## src/rtl/ppu_pkg.sv

```systemverilog
// Shared pipeline constants for the fetch path: default word width,
// boot address, NOP encoding and the sequential PC increment.
package ppu_pkg;

  localparam int unsigned PPU_DATA_W      = 32;
  localparam logic [31:0] PPU_RESET_PC    = 32'h0000_0000;
  localparam logic [31:0] PPU_NOP         = 32'h0100_0000;
  localparam logic [31:0] PPU_INSTR_BYTES = 32'd4;

  // Sequential successor of a fetch address; wraps modulo 2^32.
  function automatic logic [31:0] next_pc(input logic [31:0] pc);
    return pc + PPU_INSTR_BYTES;
  endfunction

endpackage

```

## src/rtl/sync_fifo.sv

```systemverilog
// Synchronous FIFO with a single-cycle flush. Storage is cleared by the
// asynchronous reset so the head word reads zero until the first write.
// The head word is presented combinationally from storage (no bypass).
module sync_fifo #(
  parameter int unsigned WIDTH = 32,
  parameter int unsigned DEPTH = 4
) (
  input  logic                       clk,
  input  logic                       rst,
  input  logic                       flush_i,
  input  logic                       wr_en_i,
  input  logic [WIDTH-1:0]           wr_data_i,
  input  logic                       rd_en_i,
  output logic [WIDTH-1:0]           rd_data_o,
  output logic [$clog2(DEPTH+1)-1:0] count_o,
  output logic                       full_o,
  output logic                       empty_o
);

  localparam int unsigned PTR_W = $clog2(DEPTH);
  localparam int unsigned CNT_W = $clog2(DEPTH+1);

  logic [WIDTH-1:0] mem_q [DEPTH];
  logic [PTR_W-1:0] head_q, head_d;
  logic [PTR_W-1:0] tail_q, tail_d;
  logic [CNT_W-1:0] count_q, count_d;
  logic             full_w, empty_w;
  logic             rd_fire, wr_fire;

  assign full_w  = (count_q == CNT_W'(DEPTH));
  assign empty_w = (count_q == '0);

  // A read needs data; a write needs room unless a read frees a slot in the
  // same cycle. Flush wins over both.
  assign rd_fire = rd_en_i & ~empty_w & ~flush_i;
  assign wr_fire = wr_en_i & ~flush_i & (~full_w | rd_fire);

  // Next-state for pointers and occupancy; power-of-two depth wraps naturally.
  always_comb begin
    head_d  = head_q;
    tail_d  = tail_q;
    count_d = count_q;
    if (flush_i) begin
      head_d  = '0;
      tail_d  = '0;
      count_d = '0;
    end else begin
      if (rd_fire) head_d = head_q + PTR_W'(1);
      if (wr_fire) tail_d = tail_q + PTR_W'(1);
      case ({wr_fire, rd_fire})
        2'b10:   count_d = count_q + CNT_W'(1);
        2'b01:   count_d = count_q - CNT_W'(1);
        default: count_d = count_q;
      endcase
    end
  end

  // Pointer and occupancy registers.
  always_ff @(posedge clk or posedge rst) begin
    if (rst) begin
      head_q  <= '0;
      tail_q  <= '0;
      count_q <= '0;
    end else begin
      head_q  <= head_d;
      tail_q  <= tail_d;
      count_q <= count_d;
    end
  end

  // Entry storage: cleared on reset, written at the tail on an accepted write.
  always_ff @(posedge clk or posedge rst) begin
    if (rst) begin
      for (int unsigned i = 0; i < DEPTH; i++) begin
        mem_q[i] <= '0;
      end
    end else if (wr_fire) begin
      mem_q[tail_q] <= wr_data_i;
    end
  end

  assign rd_data_o = mem_q[head_q];
  assign count_o   = count_q;
  assign full_o    = full_w;
  assign empty_o   = empty_w;

  a_no_overflow : assert property (@(posedge clk) disable iff (rst)
    !(wr_en_i && !flush_i && full_w && !rd_fire));

  a_no_underflow : assert property (@(posedge clk) disable iff (rst)
    !(rd_en_i && !flush_i && empty_w));

endmodule

```

## src/rtl/fetch_queue.sv

```systemverilog
// Instruction fetch queue: drives a combinational instruction ROM from the
// fetch PC and buffers {instr, pc, pc+4} entries for decode. A redirect
// flushes every buffered entry and restarts fetch at the new address; the
// first redirected instruction becomes visible two cycles after the redirect
// edge (one cycle to fetch, one to appear at the head).
module fetch_queue
  import ppu_pkg::*;
#(
  parameter int unsigned DATA_W   = PPU_DATA_W,
  parameter int unsigned ADDR_W   = 9,
  parameter int unsigned DEPTH    = 4,
  parameter logic [31:0] RESET_PC = PPU_RESET_PC
) (
  input  logic                       clk,
  input  logic                       reset,
  output logic [ADDR_W-1:0]          imem_addr,
  input  logic [DATA_W-1:0]          imem_rdata,
  input  logic                       redirect,
  input  logic [31:0]                redirect_pc,
  input  logic                       deq_ready,
  output logic                       deq_valid,
  output logic [DATA_W-1:0]          deq_instr,
  output logic [31:0]                deq_pc,
  output logic [31:0]                deq_npc,
  output logic [$clog2(DEPTH+1)-1:0] count,
  output logic                       full,
  output logic                       empty
);

  localparam int unsigned ENTRY_W = DATA_W + 64;

  logic [31:0]        fetch_pc_q, fetch_pc_d;
  logic [31:0]        fetch_npc;
  logic               enq, deq;
  logic [ENTRY_W-1:0] wr_entry;
  logic [ENTRY_W-1:0] head_entry;
  logic               unused_fetch_pc;

  assign fetch_npc = next_pc(fetch_pc_q);
  assign imem_addr = fetch_pc_q[ADDR_W-1:0];
  // Upper fetch-PC bits only travel with the entry, not to the ROM.
  assign unused_fetch_pc = ^fetch_pc_q;

  // Head valid comes straight from occupancy, never from the incoming word.
  assign deq_valid = ~empty;
  assign deq       = deq_valid & deq_ready;
  assign enq       = ~redirect & (~full | deq);

  assign wr_entry = {imem_rdata, fetch_pc_q, fetch_npc};

  // Fetch PC: jump on redirect, advance on enqueue, otherwise hold (stall).
  always_comb begin
    fetch_pc_d = fetch_pc_q;
    if (redirect) begin
      fetch_pc_d = redirect_pc;
    end else if (enq) begin
      fetch_pc_d = fetch_npc;
    end
  end

  // Fetch PC register; reset dominates any concurrent redirect.
  always_ff @(posedge clk or posedge reset) begin
    if (reset) begin
      fetch_pc_q <= RESET_PC;
    end else begin
      fetch_pc_q <= fetch_pc_d;
    end
  end

  sync_fifo #(
    .WIDTH (ENTRY_W),
    .DEPTH (DEPTH)
  ) u_fifo (
    .clk       (clk),
    .rst       (reset),
    .flush_i   (redirect),
    .wr_en_i   (enq),
    .wr_data_i (wr_entry),
    .rd_en_i   (deq),
    .rd_data_o (head_entry),
    .count_o   (count),
    .full_o    (full),
    .empty_o   (empty)
  );

  assign deq_instr = head_entry[ENTRY_W-1 -: DATA_W];
  assign deq_pc    = head_entry[63:32];
  assign deq_npc   = head_entry[31:0];

endmodule

```

## config.mk

```make
export PLATFORM = sky130hd
export DESIGN_NAME = fetch_queue
export DESIGN_NICKNAME = d
export VERILOG_FILES = /design/src/rtl/ppu_pkg.sv /design/src/rtl/sync_fifo.sv /design/src/rtl/fetch_queue.sv
export SDC_FILE = /design/constraint.sdc
export NUM_CORES = 1
export LEC_CHECK = 0
export ABC_AREA = 0
export CORE_ASPECT_RATIO = 1.5
export CORE_MARGIN = 3
export CORE_UTILIZATION = 43
export CTS_CLUSTER_SIZE = 10
export DETAILED_ROUTE_END_ITERATION = 10
export GPL_TIMING_DRIVEN = 0
export SYNTH_ARGS = -nofsm -noshare
export SYNTH_HDL_FRONTEND = slang
export SYNTH_SLANG_ARGS = --single-unit
```

## constraint.sdc

```tcl
create_clock -name clk -period 17 [get_ports clk]
set_input_delay 3.4 -clock clk [delete_from_list [all_inputs] [get_ports clk]]
set_output_delay 3.4 -clock clk [all_outputs]
set_load 0.05 [all_outputs]
```

==> Word level (Yosys, flattened, before mapping) <==
Index checks and enable logic that the tools add are counted.
{ "totals": {"wordCells": 52, "reg_bits": 423, "out_inout_bits": 111, "input_bits": 68} }
{ "classes": {"muxes": 14, "magnitude_cmp": 3, "eq_ne": 3, "bitwise_logic": 13, "reduce_logical": 6, "add_sub_neg": 5} }
{ "ops": {"columns": ["operator", "count"], "rows": [
  ["384-bit bitwise mux", 1],
  ["96-bit two-way mux", 3],
  ["96-bit binary-select mux with 2-bit select", 1],
  ["96-bit demux with 2-bit select", 1],
  ["32-bit two-way mux", 2],
  ["32-bit by 3-bit adder with 32-bit output, second input constant", 1],
  ["2-bit two-way mux", 4],
  ["1-bit bitwise AND", 6],
  ["3-bit >= comparator, second input constant", 2],
  ["2-bit inverter with 3-bit output", 2],
  ["3-bit case mux with 2 select lines", 1],
  ["2-bit nonzero test", 3],
  ["2-bit by 1-bit adder with 2-bit output, second input constant", 2],
  ["3-bit by 1-bit adder with 3-bit output, second input constant", 1],
  ["3-bit == test, second input constant", 1],
  ["3-bit logical NOT", 1],
  ["3-bit by 1-bit less-than comparator with 1-bit output, second input constant", 1],
  ["3-bit two-way mux", 1],
  ["1-bit inverter", 3],
  ["3-bit nonzero test", 1],
  ["3-bit by 1-bit subtractor with 3-bit output, second input constant", 1],
  ["2-bit by 1-bit == test with 1-bit output, second input constant", 1],
  ["2-bit == test, second input constant", 1],
  ["1-bit bitwise OR", 2],
  ["1-bit logical AND", 1]
]} }

==> Longest topological paths before layout <==
{ "depth": {"ltp_word": 10, "depth_mapped": 9, "ltp_nobuf": 7} }

==> Cells and area by module <==
A second synthesis with hierarchy kept.
{ "hier_totals": {"hier_cells": 1284, "hier_area_um2": 20407.1} }
{ "modules_own_cells": {"columns": ["module", "cells_per_inst", "n_inst", "area_per_inst_um2", "seq_area_each_um2"], "rows": [
  ["sync_fifo", 974, 1, 17878.4, 9784.4],
  ["fetch_queue", 310, 1, 2528.7, 800.8]
]} }

==> Worst setup path before layout <==
OpenSTA, ideal clock, no wires.
{ "synth_timing": {"path_kind": "reg-to-output", "from": "register u_fifo.head_q[1]", "to": "output deq_pc[0]", "arrival_time_ns": 1.981, "path_stages_with_launch": 5, "required_ns": 13.600, "n_path_buf": 3, "path_slack_ns": 11.619, "path_cell_list": "dfrtp_1 -> clkbuf_1 -> buf_1 -> mux4_2 -> buf_4"} }
{ "synth_via": {"elab_chain_cells": 4} }
{ "synth_rtl": {"columns": ["element", "line_no", "rtl"], "rows": [
  ["from (decl)", "sync_fifo.sv:24", "logic [PTR_W-1:0] head_q, head_d;"],
  ["from (signal assigned)", "sync_fifo.sv:61", "head_q <= '0;"],
  ["from (signal assigned)", "sync_fifo.sv:65", "head_q <= head_d;"],
  ["2-bit inverter with 3-bit output (not written as such)", "sync_fifo.sv:82", "assign rd_data_o = mem_q[head_q];"],
  ["96-bit binary-select mux with 2-bit select", "sync_fifo.sv:82", null],
  ["96-bit two-way mux (not written as such) (2 in a row)", "sync_fifo.sv:82", null],
  ["to (decl)", "fetch_queue.sv:23", "output logic [31:0] deq_pc,"]
]} }
Every way passes these cells. The select of a mux whose other input is x is not followed.

==> Final worst setup path <==
{ "layout_timing": {"from": "register u_fifo.head_q[0]", "to": "output deq_pc[14]"} }
The elaborated chain is that of the path after synthesis.

==> out/metrics.cfg <==
[clock_tree]
clkLatencyLatePin_ps = 550
post_cts_buffers = 0
cts_buffers = 47
hold_buffers = 0
cts_resized = 0
root_buffer = clkbuf_16
cts_buffer_depth = 3
cts.sinks = 415
cts_tree = built
h-tree-depth = 2
clk_pin_slew_ps = 50

[drt]
num_vias = 12000
dr.pass1.iters = 5
viasPerCell = 5.45
totalWireLength_um = 47700
drc = 0
avgRoutedWirePerCell_um = 21.7
antenna_left = 0
drtIter0Drc = 587

[pwr]
leakage_uw = 0.00938
p_per_area_nw_per_um2 = 187
ir_drop_uv = 103
total_power_uw = 4220

[logic_synthesis]
syn_area_um2 = 18700
synth_top_area_frac = 0.554
ys.flop_type = dfrtp_1
yosysWarnings = 0
yosys.area.top_type = dfrtp_1
syn_avg_cell_area_um2 = 13.5
synth_cells = 1391
ys_types = 40
synth_edf_count = 0
syn-num-nets = 1466
synth_most_common_cell = dfrtp_1
async_flop_share = 1.00
ys_top_cells_by_count = 415 x dfrtp_1, 252 x mux2_2, 175 x nand2_1, 134 x o21ai_0, 94 x mux4_2
ys_seq_area_frac = 0.554
synth.area.top_cells = dfrtp_1 55%, mux2_2 15%, mux4_2 11%
ys_seq_elements = 415

[floorplanning]
start_util = 0.436
dieHeight_um = 262
num_rows = 93
die_area_um2 = 46200
pin_count = 179
core_area_um2 = 42900
die_width_um = 176

[global_routing]
grt_max_degree = 131
grt_pass1_vias = 12900
grt_overflow = 0
grt_pass1_wl_um = 75300
grt_use_total = 0.210
antenna_found_initial = 0

[setup_path]
end_kind = primary output
cp_slowest_stage_delay_ps = 820
critPathMostFrequentCell = buf_1
cp_max_fo = 10
crit_type = flip-flop to primary output
critPathLaunchType = flip-flop
startpoint = u_fifo.head_q[0]
slowest_stage = clkdlybuf4s50_1
reg2reg_from = u_fifo.count_o[1]
arrival_ps = 3720
required_ps = 13600
cp_cell_sequence = buf_2 -> buf_1 -> buf_1 -> mux4_2 -> clkdlybuf4s50_1

[timing]
fin_crit_sh = 0.419
maxSlewViolCount = 0
setup_viol = 0
rsz0062_at_grt = false
finClkSkew_ps = 12.5
slew_headroom = 0.313
worstMarginPinSlew_ps = 1030
fmax_mhz = 140
post-route-min-period_ps = 7120
final_hold_viol_count = 0

[run]
drv_cap = 0

[outcome]
status = finished, final reports clean

[placed_design]
dp_cells = 2142
dp_hpwl_um = 33300
place_area_um2 = 21300
place.gp.congestion = 0.811
io_buffers = 178

[cells_and_area]
nets = 1696
final_cells = 2194
area_growth_pct = 20.5
fin_area_um2 = 22600
layout-drive-gt1-share = 0.302
antenna_cells = 0

[hold_path]
holdCritPathClass = flip-flop to flip-flop
worst_hold_startpoint = u_fifo.mem_q[201]

-- flip-flops by register name, indices dropped and copies added, names as in the netlist --
register        count
u_fifo.mem_q      376
u_fifo.head_q       2
u_fifo.count_o      3
fetch_pc_q         32
u_fifo.tail_q       2
-- layer usage --
layer  global-route usage  vias to the layer above  part of all wire
met1                0.262                     6271              0.41
met3               0.0295                       69             0.037
li1                     -                     5369                 -
met5                    0                        -                 0
met2                0.377                      244              0.52
met4               0.0651                        0             0.030
-- layout make-up --
type	instances	area, µm²
Timing Repair Buffer	181	1860
Multi-Input combinational cell	840	7680
Clock buffer	52	1260
Tap cell	570	713
Inverter	10	45.0
Sequential cell	415	10400
Buffer	126	631
Fill cell	3704	20400
-- cells in the final DEF, fill, tap and decap left out, drive strengths merged, types with 10 or more instances in the layout --
cell type        n
o21ai          156
buf             86
inv             10
nand4           11
clkdlybuf4s50  178
nand3           14
xor2            18
clkbuf          95
xnor2           43
nor4            13
dfrtp          415
nor2            18
mux2           252
nor3            17
nand2          175
mux4            94
-- per-stage QoR --
step	hold WS (ps)	setup WS (ps)	setup TNS [ps]	util
floorplan	445	2050	0	-
global placement	456	-2750	-1123860	0.494
detailed placement	465	10400	0	0.496
CTS	477	9780	0	0.526
global route	497	9750	0	0.526
finish	477	9880	0	0.526
-- critical path, delay by kind of cell (launching register included) --
family	cells	cell delay (ps)
muxes	1	410
buffers and inverters	4	2420
DFF	1	320
-- cell families (layout without fill, tap and decap cells) --
logic type,count (synthesis),in the layout,synth area share
buffers and inverters,136,369,0.0357
adders and majority gates,7,7,0.00468
DFF,415,415,0.554
xor gates and xnor gates,61,61,0.0285
and+or+nand+nor,264,264,0.0682
muxes,348,348,0.266
AOI/OAI and AO/OA,160,160,0.0429
-- final timing paths --
check	endpoint	slack [ps]	depth (start not counted)
max	deq_pc[14]	9880	5
min	u_fifo.mem_q[201]	480	2
max reg2reg	u_fifo.mem_q[107]	13920	9
min reg2reg	u_fifo.mem_q[201]	480	2
max in group asynchronous	u_fifo.mem_q[56]	12300	4
min in group asynchronous	u_fifo.mem_q[92]	3220	2
-- power breakdown --
part / switching, µW / internal [µW] / total [µW]
clock network: 371 / 513 / 883
registers: 192 / 1380 / 1570
logic: 1020 / 746 / 1760
total: 1580 / 2640 / 4220
(Power assumes the default switching activity.)
